--- src/rtl/pipe_pkg.sv ---
// Shared definitions for pipeline skid registers: occupancy state encoding
// and the default bubble payload (reset-vector PC paired with a NOP opcode).
package pipe_pkg;

  // Encodings double as the live-entry count, so occupancy is the state itself.
  typedef enum logic [1:0] {
    ST_EMPTY = 2'd0,
    ST_ONE   = 2'd1,
    ST_FULL  = 2'd2
  } skid_state_e;

  // {PC = 0xBFC00000, instruction = addi x0,x0,0} reads as a harmless NOP.
  localparam logic [63:0] BUBBLE_DEFAULT = {32'hBFC00000, 32'h00000013};

endpackage

--- src/rtl/pipe_skid_reg.sv ---
// Two-entry skid pipeline register. MAIN drives the outputs; SKID catches the
// item accepted in the cycle a stall first becomes visible, which lets
// in_ready come straight from a flop instead of from out_ready.
module pipe_skid_reg
  import pipe_pkg::*;
#(
  parameter int                DATA_W      = 64,
  parameter logic [DATA_W-1:0] BUBBLE_DATA = DATA_W'(BUBBLE_DEFAULT)
) (
  input  logic              clk,
  input  logic              rst,
  input  logic              flush,
  input  logic              in_valid,
  output logic              in_ready,
  input  logic [DATA_W-1:0] in_data,
  output logic              out_valid,
  input  logic              out_ready,
  output logic [DATA_W-1:0] out_data,
  output logic [1:0]        occupancy
);

  skid_state_e       state_p0;
  skid_state_e       state_nxt;
  logic              in_ready_p0;
  logic [DATA_W-1:0] main_data_p0;
  logic [DATA_W-1:0] skid_data_p0;

  logic accept;
  logic transfer;
  logic load_main_in;
  logic load_main_skid;
  logic load_skid_in;

  assign accept   = in_valid && in_ready_p0;
  assign transfer = out_valid && out_ready;

  // Next-state and data-steering decode; flush overrides everything but reset.
  always_comb begin
    state_nxt      = state_p0;
    load_main_in   = 1'b0;
    load_main_skid = 1'b0;
    load_skid_in   = 1'b0;
    unique case (state_p0)
      ST_EMPTY: begin
        if (accept) begin
          state_nxt    = ST_ONE;
          load_main_in = 1'b1;
        end
      end
      ST_ONE: begin
        if (accept && !transfer) begin
          state_nxt    = ST_FULL;
          load_skid_in = 1'b1;
        end else if (!accept && transfer) begin
          state_nxt = ST_EMPTY;
        end else if (accept && transfer) begin
          load_main_in = 1'b1;
        end
      end
      ST_FULL: begin
        // in_ready is low here, so no accept can coincide with the drain.
        if (transfer) begin
          state_nxt      = ST_ONE;
          load_main_skid = 1'b1;
        end
      end
      default: state_nxt = ST_EMPTY;
    endcase
    if (flush) begin
      state_nxt      = ST_EMPTY;
      load_main_in   = 1'b0;
      load_main_skid = 1'b0;
      load_skid_in   = 1'b0;
    end
  end

  // Control state: occupancy and the registered ready, reset to empty/ready.
  always_ff @(posedge clk) begin
    if (rst) begin
      state_p0    <= ST_EMPTY;
      in_ready_p0 <= 1'b1;
    end else begin
      state_p0    <= state_nxt;
      in_ready_p0 <= (state_nxt != ST_FULL);
    end
  end

  // Payload registers carry no reset; the bubble mux hides stale contents.
  always_ff @(posedge clk) begin
    if (load_main_in) begin
      main_data_p0 <= in_data;
    end else if (load_main_skid) begin
      main_data_p0 <= skid_data_p0;
    end
    if (load_skid_in) begin
      skid_data_p0 <= in_data;
    end
  end

  assign in_ready  = in_ready_p0;
  assign out_valid = (state_p0 != ST_EMPTY);
  assign out_data  = out_valid ? main_data_p0 : BUBBLE_DATA;
  assign occupancy = state_p0;

endmodule

--- config.mk ---
export PLATFORM = sky130hd
export DESIGN_NAME = pipe_skid_reg
export DESIGN_NICKNAME = d
export VERILOG_FILES = /design/src/rtl/pipe_pkg.sv /design/src/rtl/pipe_skid_reg.sv
export SDC_FILE = /design/constraint.sdc
export NUM_CORES = 1
export LEC_CHECK = 0
export ABC_AREA = 1
export ABC_CLOCK_PERIOD_IN_PS = 6150
export CORE_ASPECT_RATIO = 1.25
export CORE_UTILIZATION = 49
export DETAILED_ROUTE_END_ITERATION = 8
export GPL_TIMING_DRIVEN = 0
export PLACE_DENSITY = 0.8
export SLEW_MARGIN = 20
export SYNTH_ARGS = -nofsm -noshare
export SYNTH_HDL_FRONTEND = slang
export SYNTH_SLANG_ARGS = --single-unit
--- constraint.sdc ---
create_clock -name clk -period 6.15 [get_ports clk]
set_input_delay 1.5375 -clock clk [delete_from_list [all_inputs] [get_ports clk]]
set_output_delay 1.5375 -clock clk [all_outputs]
set_load 0.05 [all_outputs]
==> impl_metrics.env <==
export IMPL_status="finished, final reports clean"
export IMPL_synth_top_family_by_area="simple AND/OR/NAND/NOR gates"
export IMPL_clockRootBuffer="clkbuf_16"
export IMPL_cts_resized=0
export IMPL_hp_class="register to register"
export IMPL_ioPinCount=137
export IMPL_worstSetupPathType="register to output port"
export IMPL_p_seq_share_pct=49.0
export IMPL_grt_pass1_wl_mm=18.4
export IMPL_worst_setup_path_end_kind="output port"
export IMPL_r2r_slack_ps=4020
export IMPL_yosys_area_share_simple_pct=20.9
export IMPL_path_clk_slew_ps=50
export IMPL_layout_min_cycle_time_ps=3890
export IMPL_first_pass_iters=4
export IMPL_finalHoldViolations=0
export IMPL_r2r_cells=7
export IMPL_coreArea_um2=10700
export IMPL_vias_per_cell=4.90
export IMPL_cts_hold_buf=0
export IMPL_synth_seq_area_share_pct=71.3
export IMPL_antenna_found_initial=0
export IMPL_share_comb_of_total_power_pct=11.0
export IMPL_rsz0062_at_grt="no"
export IMPL_syn_area_um2=5480
export IMPL_utilization_pct=70.8
export IMPL_overflow=0
export IMPL_muxShareOfSynthArea_pct=0
export IMPL_whs_path_depth=2
export IMPL_wl_per_cell_um=14.9
export IMPL_slew_headroom_pct=61.6
export IMPL_worst_ep_arrival_time_ps=2350
export IMPL_synthCells=493
export IMPL_dp_hpwl_mm=8.27
export IMPL_ant_nets=0
export IMPL_synth_fa_ha_area_share_pct=0
export IMPL_grt_usage_pct=21.5
export IMPL_setup_violations_final=0
export IMPL_worstSetupStartpointType="register"
export IMPL_powerDensity_nw_per_um2=273
export IMPL_synth_nets=562
export IMPL_total_power_w=0.00208
export IMPL_n_antenna_cell=0
export IMPL_yosysWarningCount=0
export IMPL_p_leak_nw=3.14
export IMPL_rows=42
export IMPL_p_sw_w=0.000474
export IMPL_synth_compound_area_share_pct=0.297
export IMPL_vdd_ir_drop_max_mv=0.214
export IMPL_die_x_um=96.6
export IMPL_gp_congestion=0.781
export IMPL_cts_setup_buffers=0
export IMPL_tightest_slew_ps=575
export IMPL_ctsLongestPathBuffers=2
export IMPL_dieHeight_um=120
export IMPL_drc=0
export IMPL_required_ps=4610
export IMPL_fin_crit_sh_pct=63.3
export IMPL_start_util_pct=51.1
export IMPL_synthXorXnorAreaFrac_pct=0
export IMPL_synth_seq_cells=131
export IMPL_clock_latency_ps=400
export IMPL_drive_gt1_share_pct=10.4
export IMPL_syn_area_per_cell_um2=11.1
export IMPL_grt_pass1_vias=3817
export IMPL_fmax_mhz=257
export IMPL_io_buffers=136
export IMPL_pwr_share_clk_pct=40.0
export IMPL_cts_buffers=17
export IMPL_maxSlewViolCount=0
export IMPL_synth_distinct_cells=15
export IMPL_htreeDepth=4
export IMPL_num_vias=3889
export IMPL_max_cap_viol_count=0
export IMPL_nets=721
export IMPL_fin_skew_ps=6.74
export IMPL_routed_wl_mm=11.9
export IMPL_dieArea_um2=11600
export IMPL_cts_tree="built"
export IMPL_drt_iter0_markers=159
export IMPL_switching_share_pct=22.9
export IMPL_grt_max_degree=36
export IMPL_fin_setup_tns_ps=0
export IMPL_clock_sinks=131
export IMPL_worstPathMaxFanout=10
export IMPL_area_growth_pct=38.6
export IMPL_p_int_w=0.00160
-- cell type report --
cell class,instances,area [um^2]
clock buffer,20,437
inverter,60,225
fill,829,3130
clock inverter,9,43.8
tap,132,165
buffer,28,186
multi-input combinational,274,1180
sequential,131,3900
timing repair buffer,140,1450
-- power groups by stage --
stage / combinational, W / sequential [W] / clock (W)
after floorplan: 0.000123 / 0.00103 / 0
after global placement: 0.000220 / 0.00104 / 0
after detailed placement: 0.000229 / 0.00103 / 0
after CTS: 0.000230 / 0.00102 / 0.000844
after global routing: 0.000247 / 0.00102 / 0.000876
final: 0.000229 / 0.00102 / 0.000830
-- critical path, cell delays in order (launching register included) --
cell and delay, ps:
dfxtp_1 450, nor2_1 100, buf_2 210, buf_2 210, nor2_1 160, clkdlybuf4s50_1 820
-- per-layer routing --
layer	vias to the layer above	routed length, um	global-route usage, %
met5	-	0	0
met4	0	176	7.63
met3	17	653	6.04
met2	137	6230	36.6
met1	1806	4800	25.7
li1	1929	-	-
-- cell families (layout without fill, tap and decap cells) --
kind of cell    count (synthesis)  in the layout
flops                         131            131
compound gates                  1              1
simple gates                  273            273
buf+inv                        88            257
-- state kept, by name (all words and copies together) (netlist names) --
register	count
in_ready	1
main_data_p0	64
occupancy	2
skid_data_p0	64
-- per-stage QoR --
stage               std cells  worst slack [ps]  area (um^2)  hold WS, ps
floorplan                 493               995         5480          487
global placement          761              -702         7000          492
detailed placement        765              2320         7110          495
CTS                       794              2240         7590          508
global route              794              2150         7590          527
finish                    794              2260         7590          505
-- synth_stat cells --
cell type	n	area [um^2]
clkbuf_1	4	15.0
buf_6	5	56.3
dfxtp_1	3	60.1
nand3_1	68	340
edfxtp_1	128	3840
buf_2	11	55.1
inv_2	1	3.75
nor2_2	1	6.26
nand2_1	134	503
nand2_2	1	6.26
a21oi_4	1	16.3
nor2_1	57	214
inv_1	59	221
buf_4	8	60.1
or2_2	12	75.1
-- worst paths after layout --
check | startpoint | to
min | skid_data_p0[45]$_DFFE_PP_ | main_data_p0[45]$_DFFE_PP_
min reg2reg | skid_data_p0[45]$_DFFE_PP_ | main_data_p0[45]$_DFFE_PP_
max reg2reg | in_ready$_SDFF_PP1_ | skid_data_p0[35]$_DFFE_PP_
max | occupancy[0]$_SDFF_PP0_ | out_data[14]
-- placed cells by master (no fill, tap or decap) --
cell,count
buf_12,1
inv_1,59
clkinv_2,5
buf_8,1
buf_6,5
buf_16,2
clkinvlp_4,1
nand2_1,133
nor2_2,1
buf_4,8
or2_2,12
clkbuf_16,17
inv_2,1
a21oi_4,1
clkdlybuf4s50_1,136
buf_2,11
clkinv_1,3
clkbuf_1,7
edfxtp_1,128
nand3_1,68
nor2_1,56
nand2_2,1
nand2_4,1
dfxtp_1,3
nor2_4,1
Power figures use the tool's default switching activity.
